$ cat config.mk
export PLATFORM = sky130hd
export DESIGN_NAME = writeback_queue_flat
export DESIGN_NICKNAME = d
export VERILOG_FILES = /design/src/rtl/writeback_queue_if.sv /design/src/rtl/writeback_queue.sv /design/src/flat_wrapper.sv
export SDC_FILE = /design/constraint.sdc
export NUM_CORES = 1
export LEC_CHECK = 0
export CORE_UTILIZATION = 52
export DETAILED_ROUTE_END_ITERATION = 16
export GPL_TIMING_DRIVEN = 0
export PLACE_DENSITY = 0.82
export SLEW_MARGIN = 20
export SYNTH_ARGS = -nofsm -noshare
export SYNTH_HDL_FRONTEND = slang
export SYNTH_SLANG_ARGS = --single-unit
$ cat constraint.sdc
create_clock -name clock -period 4.8 [get_ports clock]
set_clock_uncertainty 0.15 [all_clocks]
set_input_delay 0.48 -clock clock [delete_from_list [all_inputs] [get_ports clock]]
set_output_delay 0.48 -clock clock [all_outputs]
set_load 0.02 [all_outputs]
$ cat src/rtl/writeback_queue_if.sv
// writeback_queue_if: request, register-file write and bypass signals of the writeback queue.
//   master: drives load_*/alu_* requests and rs*_sel; observes everything else
//   slave : the queue itself; drives ready, write*, count, overflow, rs*_hit, rs*_fwd
interface writeback_queue_if #(
    parameter int DEPTH = 4
);
    logic                     load_valid;
    logic [4:0]               load_rd;
    logic [31:0]              load_data;
    logic                     alu_valid;
    logic [4:0]               alu_rd;
    logic [31:0]              alu_data;
    logic                     ready;
    logic                     write;
    logic [4:0]               write_reg;
    logic [31:0]              write_data;
    logic [$clog2(DEPTH):0]   count;
    logic                     overflow;
    logic [4:0]               rs1_sel;
    logic [4:0]               rs2_sel;
    logic                     rs1_hit;
    logic                     rs2_hit;
    logic [31:0]              rs1_fwd;
    logic [31:0]              rs2_fwd;

    modport master (
        output load_valid, load_rd, load_data, alu_valid, alu_rd, alu_data, rs1_sel, rs2_sel,
        input  ready, write, write_reg, write_data, count, overflow, rs1_hit, rs2_hit, rs1_fwd, rs2_fwd
    );

    modport slave (
        input  load_valid, load_rd, load_data, alu_valid, alu_rd, alu_data, rs1_sel, rs2_sel,
        output ready, write, write_reg, write_data, count, overflow, rs1_hit, rs2_hit, rs1_fwd, rs2_fwd
    );
endinterface

$ cat src/rtl/writeback_queue.sv
// writeback_queue: merges load-return and ALU results into one register-file write port.
//   clock, reset : single clock, synchronous active-high reset
//   bus (slave)  : load/alu requests in, registered write/write_reg/write_data out,
//                  ready/count/overflow status, rs1/rs2 bypass lookup
//   CORE         : core index, debug identification only
//   DEPTH        : queue entries, power of two from 2 to 16
//   Define WRITEBACK_QUEUE_BYPASS_EN to enable the bypass lookup; otherwise hits/fwds read 0.
module writeback_queue #(
    parameter int CORE  = 0,
    parameter int DEPTH = 4
) (
    input logic             clock,
    input logic             reset,
    writeback_queue_if.slave bus
);
    localparam int AW = $clog2(DEPTH);
    localparam int CW = AW + 1;

    logic [4:0]    rd_q   [DEPTH];
    logic [31:0]   data_q [DEPTH];
    logic [AW-1:0] rptr_q, rptr_d, wptr_q, wptr_d, alu_slot;
    logic [CW-1:0] count_q, count_d, free;
    logic          pop, load_req, alu_req, load_acc, alu_acc, drop;
    logic          write_q, write_d, ovf_q, ovf_d;
    logic [4:0]    wreg_q, wreg_d;
    logic [31:0]   wdata_q, wdata_d;

    always_comb begin
        pop      = count_q != '0;
        // a slot freed by this edge's pop can be refilled on the same edge
        free     = CW'(DEPTH) - count_q + CW'(pop);
        load_req = bus.load_valid && bus.load_rd != 5'd0;
        alu_req  = bus.alu_valid && bus.alu_rd != 5'd0;
        // load is older, so it claims space first and the ALU push is dropped first
        load_acc = load_req && free != '0;
        alu_acc  = alu_req && free > CW'(load_acc);
        drop     = (load_req && !load_acc) || (alu_req && !alu_acc);
        alu_slot = wptr_q + AW'(load_acc);
        rptr_d   = rptr_q + AW'(pop);
        wptr_d   = wptr_q + AW'(load_acc) + AW'(alu_acc);
        count_d  = count_q + CW'(load_acc) + CW'(alu_acc) - CW'(pop);
        write_d  = pop;
        wreg_d   = pop ? rd_q[rptr_q] : wreg_q;
        wdata_d  = pop ? data_q[rptr_q] : wdata_q;
        ovf_d    = ovf_q | drop;
    end

    always_ff @(posedge clock) begin
        if (reset) begin
            rptr_q  <= '0;
            wptr_q  <= '0;
            count_q <= '0;
            write_q <= 1'b0;
            wreg_q  <= '0;
            wdata_q <= '0;
            ovf_q   <= 1'b0;
        end else begin
            rptr_q  <= rptr_d;
            wptr_q  <= wptr_d;
            count_q <= count_d;
            write_q <= write_d;
            wreg_q  <= wreg_d;
            wdata_q <= wdata_d;
            ovf_q   <= ovf_d;
        end
    end

    // entry storage needs no reset: validity is tracked by the pointers and count
    always_ff @(posedge clock) begin
        if (!reset && load_acc) begin
            rd_q[wptr_q]   <= bus.load_rd;
            data_q[wptr_q] <= bus.load_data;
        end
        if (!reset && alu_acc) begin
            rd_q[alu_slot]   <= bus.alu_rd;
            data_q[alu_slot] <= bus.alu_data;
        end
    end

    assign bus.ready      = count_q <= CW'(DEPTH - 2);
    assign bus.write      = write_q;
    assign bus.write_reg  = wreg_q;
    assign bus.write_data = wdata_q;
    assign bus.count      = count_q;
    assign bus.overflow   = ovf_q;

`ifdef WRITEBACK_QUEUE_BYPASS_EN
    // scan oldest to newest so the youngest matching producer wins
    function automatic logic [32:0] lookup(input logic [4:0] sel);
        logic [32:0]   r;
        logic [AW-1:0] idx;
        r = (write_q && wreg_q == sel) ? {1'b1, wdata_q} : 33'd0;
        for (int i = 0; i < DEPTH; i++) begin
            idx = rptr_q + AW'(i);
            if (CW'(i) < count_q && rd_q[idx] == sel) r = {1'b1, data_q[idx]};
        end
        return sel == 5'd0 ? 33'd0 : r;
    endfunction

    always_comb begin
        {bus.rs1_hit, bus.rs1_fwd} = lookup(bus.rs1_sel);
        {bus.rs2_hit, bus.rs2_fwd} = lookup(bus.rs2_sel);
    end
`else
    assign bus.rs1_hit = 1'b0;
    assign bus.rs2_hit = 1'b0;
    assign bus.rs1_fwd = '0;
    assign bus.rs2_fwd = '0;
`endif
endmodule

$ cat src/flat_wrapper.sv
// flat-port wrapper written by rule: the top's interface ports become plain ports
module writeback_queue_flat 
#(
    parameter int CORE  = 0,
    parameter int DEPTH = 4
)
  (clock, reset, bus_load_valid, bus_load_rd, bus_load_data, bus_alu_valid, bus_alu_rd, bus_alu_data, bus_rs1_sel, bus_rs2_sel, bus_ready, bus_write, bus_write_reg, bus_write_data, bus_count, bus_overflow, bus_rs1_hit, bus_rs2_hit, bus_rs1_fwd, bus_rs2_fwd);
  writeback_queue_if #(.DEPTH(DEPTH)) bus_i ();
  input logic clock;
  input logic reset;
  input wire logic [$bits(bus_i.load_valid)-1:0] bus_load_valid;
  input wire logic [$bits(bus_i.load_rd)-1:0] bus_load_rd;
  input wire logic [$bits(bus_i.load_data)-1:0] bus_load_data;
  input wire logic [$bits(bus_i.alu_valid)-1:0] bus_alu_valid;
  input wire logic [$bits(bus_i.alu_rd)-1:0] bus_alu_rd;
  input wire logic [$bits(bus_i.alu_data)-1:0] bus_alu_data;
  input wire logic [$bits(bus_i.rs1_sel)-1:0] bus_rs1_sel;
  input wire logic [$bits(bus_i.rs2_sel)-1:0] bus_rs2_sel;
  output wire logic [$bits(bus_i.ready)-1:0] bus_ready;
  output wire logic [$bits(bus_i.write)-1:0] bus_write;
  output wire logic [$bits(bus_i.write_reg)-1:0] bus_write_reg;
  output wire logic [$bits(bus_i.write_data)-1:0] bus_write_data;
  output wire logic [$bits(bus_i.count)-1:0] bus_count;
  output wire logic [$bits(bus_i.overflow)-1:0] bus_overflow;
  output wire logic [$bits(bus_i.rs1_hit)-1:0] bus_rs1_hit;
  output wire logic [$bits(bus_i.rs2_hit)-1:0] bus_rs2_hit;
  output wire logic [$bits(bus_i.rs1_fwd)-1:0] bus_rs1_fwd;
  output wire logic [$bits(bus_i.rs2_fwd)-1:0] bus_rs2_fwd;
  assign bus_i.load_valid = bus_load_valid;
  assign bus_i.load_rd = bus_load_rd;
  assign bus_i.load_data = bus_load_data;
  assign bus_i.alu_valid = bus_alu_valid;
  assign bus_i.alu_rd = bus_alu_rd;
  assign bus_i.alu_data = bus_alu_data;
  assign bus_i.rs1_sel = bus_rs1_sel;
  assign bus_i.rs2_sel = bus_rs2_sel;
  assign bus_ready = bus_i.ready;
  assign bus_write = bus_i.write;
  assign bus_write_reg = bus_i.write_reg;
  assign bus_write_data = bus_i.write_data;
  assign bus_count = bus_i.count;
  assign bus_overflow = bus_i.overflow;
  assign bus_rs1_hit = bus_i.rs1_hit;
  assign bus_rs2_hit = bus_i.rs2_hit;
  assign bus_rs1_fwd = bus_i.rs1_fwd;
  assign bus_rs2_fwd = bus_i.rs2_fwd;
  writeback_queue #(.CORE(CORE), .DEPTH(DEPTH)) u_core (.clock(clock), .reset(reset), .bus(bus_i));
endmodule
==> flow_metrics.tcl, run 1 <==
set metrics [dict create \
    io_buffers 120 \
    crit_chain "clkdlybuf4s50_1 > or4_1 > o21ai_0 > o21ba_2 > clkbuf_1 > ha_1 > xor2_1 > nor4b_2 > buf_6 > buf_6 > a41o_2 > buf_12" \
    first_global_vias 5873 \
    fin_ws_ps 301.7 \
    hold_path_class "reg2reg" \
    cts_buffers 17 \
    largest_register_ffs 128 \
    cpPeakStageDelay_ps 560 \
    grt_pass1_wl_um 31910 \
    worstPathRequired_ps 4780 \
    clock_sink_count 194 \
    leakagePower_nw 4.582 \
    critPathSlowestCell "or4_1" \
    fillerInstances 1325 \
    cts_hold_buffers 0 \
    die_h_um 139.5 \
    start_util_pct 53.83 \
    slew_headroom_pct 37.30 \
    final_cell_area_um2 12210 \
    ys_types 38 \
    dieArea_um2 19470 \
    clkTransAtPathRegs_ps 60 \
    vias 5853 \
    post_cts_buffers 0 \
    post_cts_resized 0 \
    wl_per_cell_um 18.83 \
    rsz0062_at_grt "false" \
    grt_overflow 0 \
    critPathLaunchType "input pin" \
    crit_type "in2reg" \
    grt_usage_pct 22.26 \
    powerDensity_nw_per_um2 534.0 \
    drcViolationCount 0 \
    worst_hold_slack_ps 299.7 \
    fin_crit_ps 4498 \
    clockBufferDepth 2 \
    core_um2 18270 \
    fp-row-count 49 \
    regArea_um2 5365 \
    vdd_drop_max_mv 0.4298 \
    ys_seq_area_share_pct 54.55 \
    drt-initial-drc-count 334 \
    cp.arrival_ps 4480 \
    die_x_um 139.5 \
    ant_nets 0 \
    ys_ff_latch 194 \
    ys_warn_count 0 \
    io_pins 197 \
    period_share_pct 93.71 \
    gp_congestion 0.7796 \
    antenna_cells 0 \
    place_ws_ps -96.35 \
    drv_slew 0 \
    multi_input_area_um2 3970 \
    syn_inst 658 \
    routed_via_density 5.292 \
    worst_pin_slew_ps 940.5 \
    htree_levels 4 \
    dpl-instance-area_um2 11630 \
    crit_top_cell "buf_6" \
    wirelength_um 20820 \
    grt_max_degree 38 \
    syn2layout_area_growth_pct 24.17 \
    max_freq_ghz 0.2223 \
    regMostFlops "u_core.data_q" \
    antenna_found_initial 0 \
    crit_fanout 22 \
    reg2reg_slack_ps 470 \
    hold_viol 0 \
    netlist_area_um2 9834 \
    nNetsFinal 959 \
    endpoint_kind "register" \
    clockRootBuffer "clkbuf_16" \
    dpl.hpwl_um 13570 \
    avgSynthCellArea_um2 14.95 \
    clk_latency_ps 430 \
    setup_viol 0 \
    drive_gt1_share_pct 36.15 \
    status "completed" \
    tritoncts "yes" \
    final_common_cell "edfxtp_1" \
    cap_violations 0 \
    final_cell_mix "edfxtp_1, clkdlybuf4s50_1, nand2_1" \
    drtPass1Iterations 5 \
]
layer usage:
| metal | global-route usage [%] | routed length, um | up-vias |
|---|---|---|---|
| met4 | 5.789 | 204 | 0 |
| met2 | 40.92 | 10950 | 206 |
| met3 | 4.129 | 1097 | 19 |
| met1 | 26.71 | 8575 | 2905 |
| li1 | - | - | 2723 |
| met5 | 0 | 0 | - |
worst paths after layout:
path	end	start	cells past startpoint
worst max-delay path	u_core.data_q[3][11]	bus_load_rd[0]	12
worst min-delay path	u_core.bus.write_data[14]	u_core.bus.write_data[14]	2
worst max register to register	u_core.data_q[3][11]	u_core.bus.count[1]	13
worst min register to register	u_core.bus.write_data[14]	u_core.bus.write_data[14]	2
per-stage QoR:
step,setup TNS (ps),power (mW),std cells,utilization [%]
after global placement,-82750,5.076,1072,63.31
after global routing,0,6.819,1106,66.84
final,0,6.521,1106,66.84
after detailed placement,-3397,5.156,1074,63.64
after CTS,0,6.555,1106,66.84
after floorplan,0,4.233,723,-
area by class of cell:
cell class              count  area share, %
clock inverters             8         0.6045
clock buffers              24          4.191
repair buffers            122          10.16
multi-input cells         418          32.51
flip-flops and latches    194          43.93
plain buffers             105          6.066
inverters                   6         0.1844
well taps                 229          2.346
where the power goes:
| part | switching, mW | internal (mW) | leakage, nW |
|---|---|---|---|
| Sequential | 0.162 | 2.30 | 1.73 |
| Clock | 0.605 | 0.798 | 0.296 |
| Combinational | 1.41 | 1.25 | 2.55 |
cells in the mapped netlist:
library cell  instances  area [um^2]
mux4_2               37        833.3
inv_1                 6        22.52
buf_4                66        495.5
and2b_1               1        7.510
clkbuf_1             16        60.06
o21ba_2               1        10.01
dfxtp_1              46        920.9
buf_1                 4        15.01
or2_2                 1        6.260
or4_4                 1        11.26
nor3_1                4        20.02
nor3b_1               1        7.510
nor2_1               11        41.29
buf_6                12        135.1
a41o_1                1        10.01
nor4b_2               2        30.03
or4_1                 1        7.510
a21oi_1              38        190.2
o21ai_4               1        16.27
ha_1                  5        62.56
o21ai_0               1        5.000
fa_1                  2        40.04
nor3_2                1        10.01
nor2b_1               2        12.51
a21o_1                1        7.510
edfxtp_1            148         4444
xor2_1                3        26.28
mux2_4               76         1141
o31a_1                1        8.760
nor4_2                1        12.51
a31o_2                3        26.28
mux2_2               72        810.8
nor3b_4               1        18.77
nand2_1              78        292.8
or3_1                 1        6.260
buf_2                 7        35.03
conb_1                2        7.510
xnor2_1               3        26.28
cell families (layout without fill, tap and decap cells):
family	count (synthesis)	count (layout)	synth area share, %
fa+ha+maj	7	7	1.043
other cells	2	67	0.07636
buf+inv	111	265	7.761
compound gates	47	47	2.786
simple gates	106	106	4.924
xor+xnor	6	6	0.5344
mux	185	185	28.32
flops	194	194	54.55
worst max-delay path, delay by kind of cell:
family	cells	cell delay (ps)
compound gates	3	940
xor+xnor	1	430
fa+ha+maj	1	260
buf+inv	5	1420
simple gates	2	910
Note: power is estimated with default switching activity, not from simulation.
==> inputs of run 2 (changes only) <==
- PLACE_DENSITY: 0.82 -> 0.87
==> run 2 against run 1 <==
Clock power up 19%. Worst setup slack worse by 40 ps. Cell count unchanged. Non-clock buffer count unchanged. Final area up 1.1%. Critical path type unchanged. Critical endpoint is now u_core.data_q[0][11].
==> flow_metrics.tcl, run 2 (same netlist as run 1, synthesis figures left out) <==
set metrics [dict create \
    io_buffers 120 \
    endpoint_kind "register" \
    cpPeakStageDelay_ps 560 \
    wirelength_um 21230 \
    fin_crit_ps 4538 \
    ant_nets 0 \
    antenna_cells 0 \
    crit_fanout 21 \
    slew_headroom_pct 39.45 \
    multi_input_area_um2 3980 \
    powerDensity_nw_per_um2 551.1 \
    p_sw_mw 2.200 \
    cts_buffers 17 \
    hold_viol 0 \
    rsz0062_at_grt "false" \
    drv_slew 0 \
    final_common_cell "edfxtp_1" \
    dieArea_um2 19470 \
    met3_usage_pct 4.164 \
    crit-reg2reg-launch "u_core.bus.count[1]" \
    fillerInstances 1283 \
    grt_usage_pct 22.52 \
    wl_per_cell_um 19.19 \
    final_cell_mix "edfxtp_1, clkdlybuf4s50_1, nand2_1" \
    crit_chain "clkdlybuf4s50_1 > or4_1 > o21ai_0 > o21ba_2 > clkbuf_1 > ha_1 > nor2_1 > nor3b_4 > nor4b_2 > buf_6 > buf_6 > a21o_2 > buf_16" \
    nNetsFinal 959 \
    cp.arrival_ps 4530 \
    dp_cells 1074 \
    critPathLaunchType "input pin" \
    dpl.hpwl_um 13750 \
    final_cell_area_um2 12340 \
    regMostFlops "u_core.data_q" \
    hold_path_class "reg2reg" \
    cap_violations 0 \
    dpl-instance-area_um2 11630 \
    gp_congestion 0.7804 \
    drcViolationCount 0 \
    regArea_um2 5365 \
    setup_viol 0 \
    crit_start "bus_load_rd[0]" \
    io_pins 197 \
    die_h_um 139.5 \
    crit_top_cell "buf_6" \
    fin_cells 1106 \
    top_usage_layer "met2" \
    path_buf_inv 5 \
    drt-initial-drc-count 354 \
    antenna_found_initial 0 \
    grt_pass1_wl_um 32510 \
    worstPathRequired_ps 4800 \
    clock_sink_count 194 \
    vdd_drop_max_mv 0.4321 \
    worst_hold_slack_ps 300.8 \
    met2_usage_pct 40.94 \
    clk_latency_ps 440 \
    vias 5853 \
    clockBufferDepth 2 \
    leakagePower_nw 4.627 \
    post_cts_buffers 0 \
    tritoncts "yes" \
    cts_hold_buffers 0 \
    p_sw_share_pct 32.35 \
    drive_gt1_share_pct 36.15 \
    status "completed" \
    largest_register_ffs 128 \
    htree_levels 4 \
    worst_pin_slew_ps 908.3 \
    first_global_vias 6024 \
    seqPwrFrac_pct 36.1 \
    timing.setup.tns_ps 0 \
    critPathSlowestCell "a21o_2" \
    routed_via_density 5.292 \
    syn2layout_area_growth_pct 25.48 \
    grt_overflow 0 \
    min-delay-start "u_core.bus.write_data[24]" \
    clkTransAtPathRegs_ps 70 \
    post_cts_resized 0 \
    core_um2 18270 \
    die_x_um 139.5 \
    grt_max_degree 38 \
    clockRootBuffer "clkbuf_16" \
    drtPass1Iterations 4 \
    crit_type "in2reg" \
    internal_power_mw 4.601 \
    max_freq_ghz 0.2203 \
    power.share.clock_pct 24.5 \
    use_met1_pct 26.44 \
    fp-row-count 49 \
    start_util_pct 53.83 \
    period_share_pct 94.55 \
    power_frac_comb_pct 39.4 \
    cp_top_family "buffers and inverters" \
]
## run 2: stage by stage
step / power [mW] / utilization [%] / setup WS [ps]
final: 6.801 / 67.55 / 261.5
after global routing: 7.104 / 67.55 / 28.61
after CTS: 6.840 / 67.49 / 233.9
after detailed placement: 5.166 / 63.68 / -215.9
after global placement: 5.072 / 63.31 / -1007
after floorplan: 4.233 / - / 633.0
## run 2: power groups by stage
| stage | Sequential [mW] | Clock, mW | Combinational [mW] |
|---|---|---|---|
| after floorplan | 2.65 | 0 | 1.58 |
| after global placement | 2.48 | 0 | 2.59 |
| after detailed placement | 2.49 | 0 | 2.68 |
| after CTS | 2.46 | 1.68 | 2.70 |
| after global routing | 2.50 | 1.73 | 2.87 |
| final | 2.46 | 1.66 | 2.68 |
## run 2: area by class of cell
| cell class | instances | share of cell area [%] |
|---|---|---|
| buffer | 105 | 6.002 |
| clock buffer | 18 | 3.559 |
| clock inverter | 14 | 2.089 |
| inverter | 6 | 0.1825 |
| multi-input combinational | 418 | 32.25 |
| sequential | 194 | 43.48 |
| tap | 229 | 2.322 |
| timing repair buffer | 122 | 10.12 |
## run 2: worst paths after layout
check        slack, ps  depth (start not counted)                   endpoint
max                260                         13       u_core.data_q[0][11]
min                300                          2  u_core.bus.write_data[24]
max reg2reg        450                         14       u_core.data_q[0][11]
min reg2reg        300                          2  u_core.bus.write_data[24]
## run 2: routing by layer
metal  vias to the layer above  share of wire [%]
met2                       191                 53
met3                        24                4.6
met1                      2900                 41
met5                         -                  0
li1                       2738                  -
met4                         0                1.7
## run 2: worst register-to-register path: cells and delay by family (launching register included)
family	cells	cell delay [ps]
flip-flops	1	410
adder cells (fa/ha/maj)	2	570
AO/OA/AOI/OAI	3	960
buffers and inverters	5	1190
AND/OR/NAND/NOR	3	600
XOR/XNOR	1	160
